### config.mk
export PLATFORM = sky130hd
export DESIGN_NAME = softmax_out_writer
export DESIGN_NICKNAME = d
export VERILOG_FILES = /design/src/rtl/softmax_out_writer_pkg.sv /design/src/rtl/softmax_out_writer_fifo.sv /design/src/rtl/softmax_out_writer.sv
export SDC_FILE = /design/constraint.sdc
export NUM_CORES = 1
export LEC_CHECK = 0
export ABC_AREA = 1
export BUFFER_PORTS_ARGS = -buffer_cell sky130_fd_sc_hd__buf_2
export CAP_MARGIN = 25
export CORE_MARGIN = 2
export CORE_UTILIZATION = 50
export DETAILED_ROUTE_END_ITERATION = 8
export GPL_ROUTABILITY_DRIVEN = 0
export PLACE_DENSITY = 0.7
export SLEW_MARGIN = 20
export SYNTH_ARGS = -nofsm -noshare
export SYNTH_HDL_FRONTEND = slang
export SYNTH_SLANG_ARGS = --single-unit
### constraint.sdc
create_clock -name clk -period 4.1 [get_ports clk]
set_input_delay 0.82 -clock clk [delete_from_list [all_inputs] [get_ports clk]]
set_output_delay 0.82 -clock clk [all_outputs]
set_load 0.1 [all_outputs]
### src/rtl/softmax_out_writer_pkg.sv
// Shared definitions for the softmax output writer: datapath widths,
// default buffer depth, FSM state encoding and small helpers.
package softmax_out_writer_pkg;

    localparam int DATAWIDTH          = 16;
    localparam int NUM                = 4;
    localparam int ADDRSIZE           = 8;
    localparam int WORDWIDTH          = DATAWIDTH * NUM;
    localparam int FIFO_DEPTH_DEFAULT = 4;

    typedef logic [ADDRSIZE-1:0]  addr_t;
    typedef logic [WORDWIDTH-1:0] word_t;

    typedef enum logic [1:0] {
        ST_IDLE = 2'd0,
        ST_RUN  = 2'd1,
        ST_DONE = 2'd2
    } state_e;

    // A run with no words to write: end address at or below the start.
    function automatic logic run_is_empty(input addr_t start_a, input addr_t end_a);
        return (end_a <= start_a);
    endfunction

endpackage

### src/rtl/softmax_out_writer_fifo.sv
// out_fifo: small synchronous FIFO between the softmax result capture and the
// memory write port. Registered storage, read/write pointers one bit wider
// than the index so full and empty are told apart by the extra bit.
// A push while full is accepted only when a pop happens in the same cycle.
module out_fifo #(
    parameter int DW    = 64,
    parameter int DEPTH = 4
) (
    input  logic          clk_i,
    input  logic          rst_i,
    input  logic          flush_i,
    input  logic          push_i,
    input  logic          pop_i,
    input  logic [DW-1:0] data_i,
    output logic          full_o,
    output logic          empty_o,
    output logic [DW-1:0] head_o
);

    localparam int AW = $clog2(DEPTH);

    logic [AW:0]   wr_ptr_q, wr_ptr_d;
    logic [AW:0]   rd_ptr_q, rd_ptr_d;
    logic [DW-1:0] mem_q [DEPTH];
    logic          do_push;
    logic          do_pop;

    assign empty_o = (wr_ptr_q == rd_ptr_q);
    assign full_o  = (wr_ptr_q[AW] != rd_ptr_q[AW]) &&
                     (wr_ptr_q[AW-1:0] == rd_ptr_q[AW-1:0]);
    assign head_o  = mem_q[rd_ptr_q[AW-1:0]];

    // Qualify requests; flush wins over both.
    always_comb begin
        do_push  = push_i && (!full_o || pop_i) && !flush_i;
        do_pop   = pop_i && !empty_o && !flush_i;
        wr_ptr_d = wr_ptr_q;
        rd_ptr_d = rd_ptr_q;
        if (flush_i) begin
            wr_ptr_d = '0;
            rd_ptr_d = '0;
        end else begin
            if (do_push) wr_ptr_d = wr_ptr_q + 1'b1;
            if (do_pop)  rd_ptr_d = rd_ptr_q + 1'b1;
        end
    end

    // Pointer registers.
    always_ff @(posedge clk_i) begin
        if (rst_i) begin
            wr_ptr_q <= '0;
            rd_ptr_q <= '0;
        end else begin
            wr_ptr_q <= wr_ptr_d;
            rd_ptr_q <= rd_ptr_d;
        end
    end

    // Storage; cleared on reset so the head reads zero until the first push.
    always_ff @(posedge clk_i) begin
        if (rst_i) begin
            for (int i = 0; i < DEPTH; i++) mem_q[i] <= '0;
        end else if (do_push) begin
            mem_q[wr_ptr_q[AW-1:0]] <= data_i;
        end
    end

endmodule

### src/rtl/softmax_out_writer.sv
// softmax_out_writer: captures softmax result words on each done pulse,
// buffers them in out_fifo and drains them to the output memory through a
// valid/ready write port with an auto-incrementing address. all_done is a
// sticky flag raised once the expected word count has been written.
// Build option: OUT_WRITER_OVERFLOW_EN enables the sticky overflow flag;
// without it the overflow port is tied low (words are still dropped).
//
//   state   | meaning
//   --------+--------------------------------------------------------
//   IDLE    | after reset, waiting for init; in_valid ignored
//   RUN     | capturing words and writing them to memory
//   DONE    | expected count written (or empty run); waiting for init
module softmax_out_writer
    import softmax_out_writer_pkg::*;
#(
    parameter int FIFO_DEPTH = FIFO_DEPTH_DEFAULT
) (
    input  logic                 clk,
    input  logic                 reset,
    input  logic                 init,
    input  logic [ADDRSIZE-1:0]  start_addr,
    input  logic [ADDRSIZE-1:0]  end_addr,
    input  logic                 in_valid,
    input  logic [WORDWIDTH-1:0] in_data,
    input  logic                 wr_ready,
    output logic                 wr_en,
    output logic [ADDRSIZE-1:0]  wr_addr,
    output logic [WORDWIDTH-1:0] wr_data,
    output logic                 overflow,
    output logic                 all_done
);

    state_e state_q, state_d;

    addr_t  wr_addr_q, wr_addr_d;
    addr_t  word_cnt_q, word_cnt_d;
    addr_t  pushed_q, pushed_d;
    addr_t  written_q, written_d;
    logic   done_q, done_d;

    logic   fifo_full;
    logic   fifo_empty;
    word_t  fifo_head;

    logic   run;
    logic   pop;
    logic   room;
    logic   quota_left;
    logic   push;
    logic   last_xfer;
    logic   empty_run;

    out_fifo #(
        .DW    (WORDWIDTH),
        .DEPTH (FIFO_DEPTH)
    ) u_fifo (
        .clk_i   (clk),
        .rst_i   (reset),
        .flush_i (init),
        .push_i  (push),
        .pop_i   (pop),
        .data_i  (in_data),
        .full_o  (fifo_full),
        .empty_o (fifo_empty),
        .head_o  (fifo_head)
    );

    // State register.
    always_ff @(posedge clk) begin
        if (reset) state_q <= ST_IDLE;
        else       state_q <= state_d;
    end

    // Next-state logic: init from any state (re)starts a run.
    always_comb begin
        state_d = state_q;
        if (init) begin
            state_d = empty_run ? ST_DONE : ST_RUN;
        end else if (state_q == ST_RUN && last_xfer) begin
            state_d = ST_DONE;
        end
    end

    // FSM outputs and transfer/push qualification.
    always_comb begin
        run        = (state_q == ST_RUN);
        wr_en      = run && !fifo_empty;
        pop        = wr_en && wr_ready;
        // A slot freed by a same-cycle pop can take the incoming word.
        room       = !fifo_full || pop;
        quota_left = (pushed_q != word_cnt_q);
        push       = run && !init && in_valid && room && quota_left;
        last_xfer  = pop && !init && ((written_q + ADDRSIZE'(1)) == word_cnt_q);
        empty_run  = run_is_empty(start_addr, end_addr);
    end

    // Address, word counters and completion flag next-state.
    always_comb begin
        wr_addr_d  = wr_addr_q;
        word_cnt_d = word_cnt_q;
        pushed_d   = pushed_q;
        written_d  = written_q;
        done_d     = done_q;
        if (init) begin
            wr_addr_d  = start_addr;
            word_cnt_d = end_addr - start_addr;
            pushed_d   = '0;
            written_d  = '0;
            done_d     = empty_run;
        end else begin
            if (push) pushed_d = pushed_q + ADDRSIZE'(1);
            if (pop) begin
                wr_addr_d = wr_addr_q + ADDRSIZE'(1);
                written_d = written_q + ADDRSIZE'(1);
            end
            if (last_xfer) done_d = 1'b1;
        end
    end

    // Counter and flag registers.
    always_ff @(posedge clk) begin
        if (reset) begin
            wr_addr_q  <= '0;
            word_cnt_q <= '0;
            pushed_q   <= '0;
            written_q  <= '0;
            done_q     <= 1'b0;
        end else begin
            wr_addr_q  <= wr_addr_d;
            word_cnt_q <= word_cnt_d;
            pushed_q   <= pushed_d;
            written_q  <= written_d;
            done_q     <= done_d;
        end
    end

`ifdef OUT_WRITER_OVERFLOW_EN
    logic ovf_q, ovf_d;
    logic drop;

    // A valid word in RUN that could not be pushed is a drop.
    always_comb begin
        drop  = run && !init && in_valid && !(room && quota_left);
        ovf_d = ovf_q;
        if (init)      ovf_d = 1'b0;
        else if (drop) ovf_d = 1'b1;
    end

    // Sticky overflow register.
    always_ff @(posedge clk) begin
        if (reset) ovf_q <= 1'b0;
        else       ovf_q <= ovf_d;
    end

    assign overflow = ovf_q;
`else
    assign overflow = 1'b0;
`endif

    assign wr_addr  = wr_addr_q;
    assign wr_data  = fifo_head;
    assign all_done = done_q;

endmodule

* Word level (Yosys, flattened, before mapping)
Memory sizes are Yosys's and may differ from the RTL's. A register that Yosys moved wholly into a read port is not among the register bits. Cells that the tools add are included.
Cells by class: add/subtract/negate cells 6, magnitude comparators 1, equality and inequality tests 6, mux-type cells 17, reductions and logical operators 23
Operator list (count):
- 64-bit two-way mux | 1
- 64-bit OR reduction | 1
- 8-bit by 1-bit adder with 8-bit output (second input constant) | 3
- 8-bit two-way mux | 2
- 1-bit logical AND | 14
- 2-bit two-way mux | 6
- 8-bit == test | 1
- 8-bit less-or-equal comparator | 1
- 1-bit two-way mux | 8
- 8-bit != test | 1
- 8-bit subtractor | 1
- 3-bit by 1-bit adder with 3-bit output (second input constant) | 2
- 2-bit nonzero test | 3
- 3-bit == test | 1
- 1-bit logical NOT | 3
- 2-bit by 1-bit == test with 1-bit output (second input constant) | 1
- 2-bit == test | 1
- 2-bit OR reduction | 1
- 1-bit logical OR | 1
- 1-bit != test | 1
Word-level totals: register bits 41, memory bits (writable) 256, bits of input ports 85, output and inout port bits 75, logic and storage cells 62, memories 1
Memories:
- u_fifo.mem_q | words 4, width 64, rd ports 1, clocked after memory_dff 1, wr ports 4, line softmax_out_writer_fifo.sv:24 | logic [DW-1:0] mem_q [DEPTH];

* Longest topological paths before layout
Gate-level depths: netlist (run 1).
depth after elaboration 14, mapped depth 13, mapped depth without buffers 13

* Cells and area by module
A second synthesis (run 1) with hierarchy kept.
Unflattened totals: cells, all modules 1394, area, all modules 14853.0 sq um
Modules (own cells, without submodules):
- out_fifo | times used 1, cells each 1055, area each 12424.4 sq um, sequential area each 7847.5 sq um
- softmax_out_writer | times used 1, cells each 339, area each 2428.6 sq um, sequential area each 700.7 sq um

* Least setup slack after synthesis (run 1)
No wires, ideal clock.
path type input port to flip-flop, start in init, end mem u_fifo.mem_q[0][0] (enable), setup time 424 ps, data arrival time 3266 ps, data required time 3676 ps, slack 410 ps, cell stages on the path 9, buffers on the path 2, cells stage by stage inv_1 -> nand3_1 -> a31oi_1 -> nand2_1 -> nor2_2 -> nand3_1 -> buf_4 -> buf_6 -> nand2_1
RTL lines:
- start: declaration | line softmax_out_writer.sv:20 | input logic init,
- end: declaration | line softmax_out_writer_fifo.sv:24

==> results.py, run 1 <==
metrics = {
    "status": {
        "outcome": "finished, final reports clean",
    },
    "floorplanning": {
        "die-area_sq_um": 28100,
        "rows": 59,
        "core_area_sq_um": 26200,
        "start_util_pct": 51.1,
        "chipHeight_microns": 168,
        "io_pins": 160,
        "die_w_microns": 168,
    },
    "timing": {
        "fin_hold_ws_ns": 0.459,
        "final.setup.worst_slack_ns": 0.591,
        "relSlewSlack_pct": 43.6,
        "fmax_ghz": 0.285,
        "hold_viol_final": 0,
        "clock_skew_ns": 0.0126,
        "fin_crit_ns": 3.51,
        "post-route-period-util_pct": 85.6,
        "worst_slew_pin_slew_ns": 0.845,
        "setup_violations": 0,
        "drv_slew": 0,
        "setup_tns_ns": 0,
        "grt_setup_unrepaired": "false",
    },
    "detailed_routing": {
        "wl_met1_mm": 13.6,
        "routed-wl-met2_mm": 15.1,
        "routed_wl_mm": 31.7,
        "wl_met3_mm": 2.09,
        "postRouteAntennaNets": 0,
        "post_drt_via_cell_ratio": 5.42,
        "vias": 10000,
        "top_layer": "met5",
        "wl_per_cell_microns": 17.1,
        "drc_errors": 0,
        "drt-initial-drc-count": 1025,
        "dr.pass1.iters": 5,
    },
    "global_routing": {
        "antenna_found_initial": 1,
        "overflow": 0,
        "grt_start_max_net_pins": 68,
        "grt_pass1_vias": 9862,
        "grt_pass1_wl_mm": 50.5,
        "grtUsageTotal_pct": 22.3,
    },
    "placement": {
        "pre_cts_ws_ns": 0.890,
        "place_inst": 1795,
        "dpl_cell_area_sq_um": 14400,
        "numPortBuffers": 158,
        "hpwlAfterDp_mm": 18.5,
    },
    "clocking": {
        "cts_tree": "built",
        "postCtsSetupRepairBufs": 0,
        "cts_buffer_depth": 3,
        "path_clk_slew_ns": 0.06,
        "clk_latency_ns": 0.57,
        "clock-root-buffer": "clkbuf_16",
        "clkSinkCount": 299,
        "htreeDepth": 1,
        "postCtsHoldBufs": 0,
        "postCtsResizedCells": 0,
        "numCtsBuffers": 31,
    },
    "layout": {
        "fin_nets": 1592,
        "final_area_sq_um": 15500,
        "stdcell_count": 1853,
        "areaGrowthSynthToFinish_pct": 15.4,
        "final_cell_mix": "nor2_1, edfxtp_1, buf_2, o21ai_0, inv_1",
        "n_antenna_cell": 0,
        "drive_above_1_share_pct": 15.9,
        "fill_cells": 2225,
        "mostFrequentLayoutCell": "nor2_1",
    },
    "logic_synthesis": {
        "ys_ff_latch": 299,
        "synth_top_cell_by_area": "edfxtp_1",
        "synth_nets": 1455,
        "ys_types": 30,
        "syn_avg_cell_area_sq_um": 9.89,
        "synthTopCellsByArea": "edfxtp_1, nor2_1, dfxtp_1, o21ai_0, inv_1",
        "yosys_warnings": 0,
        "yosysTopAreaCellShare_pct": 57.4,
        "ys_seq_area_share_pct": 63.8,
        "synth_area_sq_um": 13400,
        "syn_inst": 1356,
    },
    "setup_path": {
        "reg2reg_depth": 10,
        "rrSetupSlack_ns": 1.44,
        "path_cells": "clkinv_2 > buf_12 > o21ai_0 > o22ai_1 > buf_2",
        "r2r-start": "pushed_q[2]$_SDFFE_PP0N_",
        "slowest_stage": "clkinv_2",
        "required_ns": 3.28,
        "crit_type": "register to primary output",
        "endpoint_kind": "primary output",
        "crit_path_max_incr_delay_ns": 0.50,
        "path_depth": 5,
        "cp_top_family": "buffers and inverters",
        "cp.arrival_ns": 2.69,
        "endpoint": "wr_data[24]",
        "worstPathMaxFanout": 60,
        "cp_num_buf_inv": 3,
        "crit-reg2reg-capture": "u_fifo.mem_q[0][32]$_SDFFCE_PN0P_",
        "startpoint_type": "register",
    },
    "hold_path": {
        "hold_path_class": "register to register",
    },
    "power": {
        "cellLeakagePower_nw": 6.62,
        "ir_drop_mv": 0.358,
        "p_per_area_nw_per_um2": 449,
    },
    "job": {
        "cap_violations": 0,
    },
}
[stage by stage]
stage          utilization [%]  power, mW
3_5_place_dp              55.0       4.06
3_3_place_gp              55.0       4.05
5_1_grt                   59.0       7.13
2_1_floorplan                -       3.90
6_report                  59.0       6.94
4_1_cts                   59.0       6.98
[where the power goes]
part	switching (mW)	leakage, nW	total [mW]	internal [mW]
sequential	0.0375	3.00	3.43	3.40
combinational	0.448	3.11	0.562	0.114
clock	1.18	0.521	2.95	1.76
total	1.67	6.62	6.94	5.27
[cell type report]
| class | instances | area [sq um] | area share (%) |
|---|---|---|---|
| inverter | 125 | 470 | 3.04 |
| tap | 335 | 419 | 2.71 |
| sequential | 299 | 8550 | 55.3 |
| multi-input combinational | 857 | 3990 | 25.8 |
| clock inverter | 24 | 284 | 1.84 |
| clock buffer | 34 | 787 | 5.09 |
| timing repair buffer | 179 | 973 | 6.29 |
[cell usage after synthesis]
library cell / n
nor2_2: 1
nand3b_1: 2
o22ai_1: 68
dfxtp_1: 43
nand3_1: 30
xnor2_1: 8
nand2_1: 107
xor2_1: 14
and2_1: 1
clkbuf_1: 42
or2_2: 1
conb_1: 1
buf_4: 4
clkinv_1: 4
nand4_1: 7
o21ai_0: 148
inv_1: 119
ha_1: 13
nor3_1: 3
fa_1: 1
inv_2: 2
o211ai_1: 1
buf_6: 15
buf_1: 3
buf_2: 11
nor2_1: 405
a21oi_1: 34
a211oi_1: 1
edfxtp_1: 256
a31oi_1: 11
[registers in the layout, indices dropped and copies added, names as in the netlist, named ones only]
register,cells
pushed_q,8
written_q,8
u_fifo.rd_ptr_q,3
wr_addr,8
u_fifo.wr_ptr_q,3
word_cnt_q,8
state_q,2
all_done,1
u_fifo.mem_q,256
[layer usage]
metal	vias to the layer above	GRT usage [%]
li1	4853	-
met1	4730	29.7
met2	396	38.2
met3	61	3.17
met4	2	6.99
met5	-	0
[logic make-up after synthesis]
kind of cell / synth area share (%)
AND/OR/NAND/NOR: 16.1
flip-flops: 63.8
AO/OA/AOI/OAI: 10.6
buffers and inverters: 6.66
XOR/XNOR: 1.44
adder cells (fa/ha/maj): 1.36
other: 0.0280
[worst min path at each step]
stage	from	to	slack, ns	cells after the start
final	state_q[1]$_SDFFE_PP0P_	state_q[1]$_SDFFE_PP0P_	0.46	2
after global routing	state_q[1]$_SDFFE_PP0P_	state_q[1]$_SDFFE_PP0P_	0.51	2
after CTS	state_q[1]$_SDFFE_PP0P_	state_q[1]$_SDFFE_PP0P_	0.46	2
after detailed placement	state_q[1]$_SDFFE_PP0P_	state_q[1]$_SDFFE_PP0P_	0.45	2
after global placement	state_q[1]$_SDFFE_PP0P_	state_q[1]$_SDFFE_PP0P_	0.44	2
after floorplan	state_q[1]$_SDFFE_PP0P_	state_q[1]$_SDFFE_PP0P_	0.43	2
[worst min-delay path, stage by stage (launching register included)]
cell and delay (ns):
dfxtp_1 0.31, nand2_1 0.06, nand2_1 0.04
Note: power is estimated with default switching activity, not from simulation.
==> run 2: changes to the inputs <==
MAX_ROUTING_LAYER = met4   (was default)
==> run 2 against run 1 <==
  * Maximum frequency about the same
  * Sequential power is essentially flat
  * Wire length about the same
  * Largest power group unchanged
==> results.py, run 2 (synthesis gave the netlist of run 1 again) <==
metrics = {
    "clocking": {
        "postCtsHoldBufs": 0,
        "clkSinkCount": 299,
        "cts_buffer_depth": 3,
        "postCtsSetupRepairBufs": 0,
        "postCtsResizedCells": 0,
        "clock-root-buffer": "clkbuf_16",
        "numCtsBuffers": 31,
        "path_clk_slew_ns": 0.06,
        "clk_latency_ns": 0.58,
        "htreeDepth": 1,
        "cts_tree": "built",
    },
    "power": {
        "pwr-share-clk_pct": 42.4,
        "combPwrFrac_pct": 8.1,
        "cellLeakagePower_nw": 6.62,
        "p_per_area_nw_per_um2": 449,
        "ir_drop_mv": 0.358,
        "p_sw_mw": 1.67,
        "p_total_mw": 6.94,
        "p_sw_share_pct": 24.1,
        "pwr-share-seq_pct": 49.4,
        "intPower_mw": 5.27,
    },
    "detailed_routing": {
        "drt-initial-drc-count": 957,
        "routed-wl-met2_mm": 15.1,
        "drc_errors": 0,
        "wl_met3_mm": 1.97,
        "wl_per_cell_microns": 17.1,
        "routed_wl_mm": 31.7,
        "dr.pass1.iters": 5,
        "vias": 10000,
        "top_layer": "met4",
        "wl_met1_mm": 13.7,
        "postRouteAntennaNets": 0,
        "post_drt_via_cell_ratio": 5.41,
    },
    "setup_path": {
        "r2r-start": "pushed_q[2]$_SDFFE_PP0N_",
        "cp.arrival_ns": 2.69,
        "cp_num_buf_inv": 3,
        "required_ns": 3.28,
        "rrSetupSlack_ns": 1.45,
        "path_cells": "clkinv_2 > buf_12 > o21ai_0 > o22ai_1 > buf_2",
        "endpoint_kind": "primary output",
        "slowest_stage": "clkinv_2",
        "startpoint_type": "register",
        "worstPathMaxFanout": 60,
        "cp_top_family": "buffers and inverters",
        "crit_path_max_incr_delay_ns": 0.49,
        "crit_type": "register to primary output",
    },
    "floorplanning": {
        "rows": 59,
        "io_pins": 160,
        "core_area_sq_um": 26200,
        "start_util_pct": 51.1,
        "chipHeight_microns": 168,
        "die_w_microns": 168,
        "die-area_sq_um": 28100,
    },
    "timing": {
        "setup_violations": 0,
        "clock_skew_ns": 0.0105,
        "setup_tns_ns": 0,
        "relSlewSlack_pct": 43.5,
        "fin_crit_ns": 3.51,
        "grt_setup_unrepaired": "false",
        "worst_slew_pin_slew_ns": 0.848,
        "drv_slew": 0,
        "post-route-period-util_pct": 85.6,
        "hold_viol_final": 0,
        "final.setup.worst_slack_ns": 0.591,
        "fmax_ghz": 0.285,
    },
    "layout": {
        "drive_above_1_share_pct": 15.9,
        "utilization_pct": 59.1,
        "largest_reg_flops": 256,
        "areaGrowthSynthToFinish_pct": 15.5,
        "mostFrequentLayoutCell": "nor2_1",
        "top_register": "u_fifo.mem_q",
        "fill_cells": 2225,
        "final_cell_mix": "nor2_1, edfxtp_1, buf_2, o21ai_0, inv_1",
        "fin_nets": 1592,
    },
    "global_routing": {
        "grt_start_max_net_pins": 68,
        "antenna_found_initial": 1,
        "grt_pass1_wl_mm": 50.5,
        "overflow": 0,
        "grt_pass1_vias": 9864,
        "grtUsageTotal_pct": 23.0,
    },
    "status": {
        "outcome": "finished, final reports clean",
    },
    "placement": {
        "pre_cts_ws_ns": 0.890,
        "hpwlAfterDp_mm": 18.5,
        "numPortBuffers": 158,
    },
    "job": {
        "cap_violations": 0,
    },
    "hold_path": {
        "hold_path_class": "register to register",
        "hold_start": "state_q[1]$_SDFFE_PP0P_",
    },
}
run 2: worst paths after layout:
check	to	cells past startpoint
max	wr_data[24]	5
min	state_q[1]$_SDFFE_PP0P_	2
max reg2reg	u_fifo.mem_q[0][32]$_SDFFCE_PN0P_	10
min reg2reg	state_q[1]$_SDFFE_PP0P_	2
run 2: worst min-delay path: cells and delay by family, from the launching register on:
| kind | cells | cell delay [ns] |
|---|---|---|
| simple gates | 2 | 0.10 |
| flops | 1 | 0.31 |
run 2: final cells by class:
type / count / area, sq um / area share, %
clock buffers: 34 / 787 / 5.09
multi-input cells: 857 / 3990 / 25.8
clock inverters: 24 / 284 / 1.84
inverters: 125 / 470 / 3.04
diodes: 1 / 2.50 / 0.0162
repair buffers: 179 / 973 / 6.29
flip-flops and latches: 299 / 8550 / 55.3
well taps: 335 / 419 / 2.71
run 2: layer usage:
| metal | global-route usage (%) | vias up |
|---|---|---|
| met1 | 29.8 | 4753 |
| met3 | 3.00 | 58 |
| met5 | - | - |
| li1 | - | 4853 |
| met2 | 38.2 | 372 |
| met4 | 6.99 | 0 |
run 2: power by group through the flow:
stage | combinational, mW | clock, mW | sequential, mW
4_1_cts | 0.565 | 2.99 | 3.43
6_report | 0.563 | 2.95 | 3.43
3_3_place_gp | 0.559 | 0 | 3.49
3_5_place_dp | 0.563 | 0 | 3.50
5_1_grt | 0.602 | 3.09 | 3.44
2_1_floorplan | 0.373 | 0 | 3.53
run 2: metrics by stage:
step | instance area (sq um) | hold WS [ns] | std cells
2_1_floorplan | 13400 | 0.427 | 1356
3_3_place_gp | 14400 | 0.440 | 1795
3_5_place_dp | 14400 | 0.449 | 1795
4_1_cts | 15500 | 0.459 | 1853
5_1_grt | 15500 | 0.511 | 1854
6_report | 15500 | 0.459 | 1854
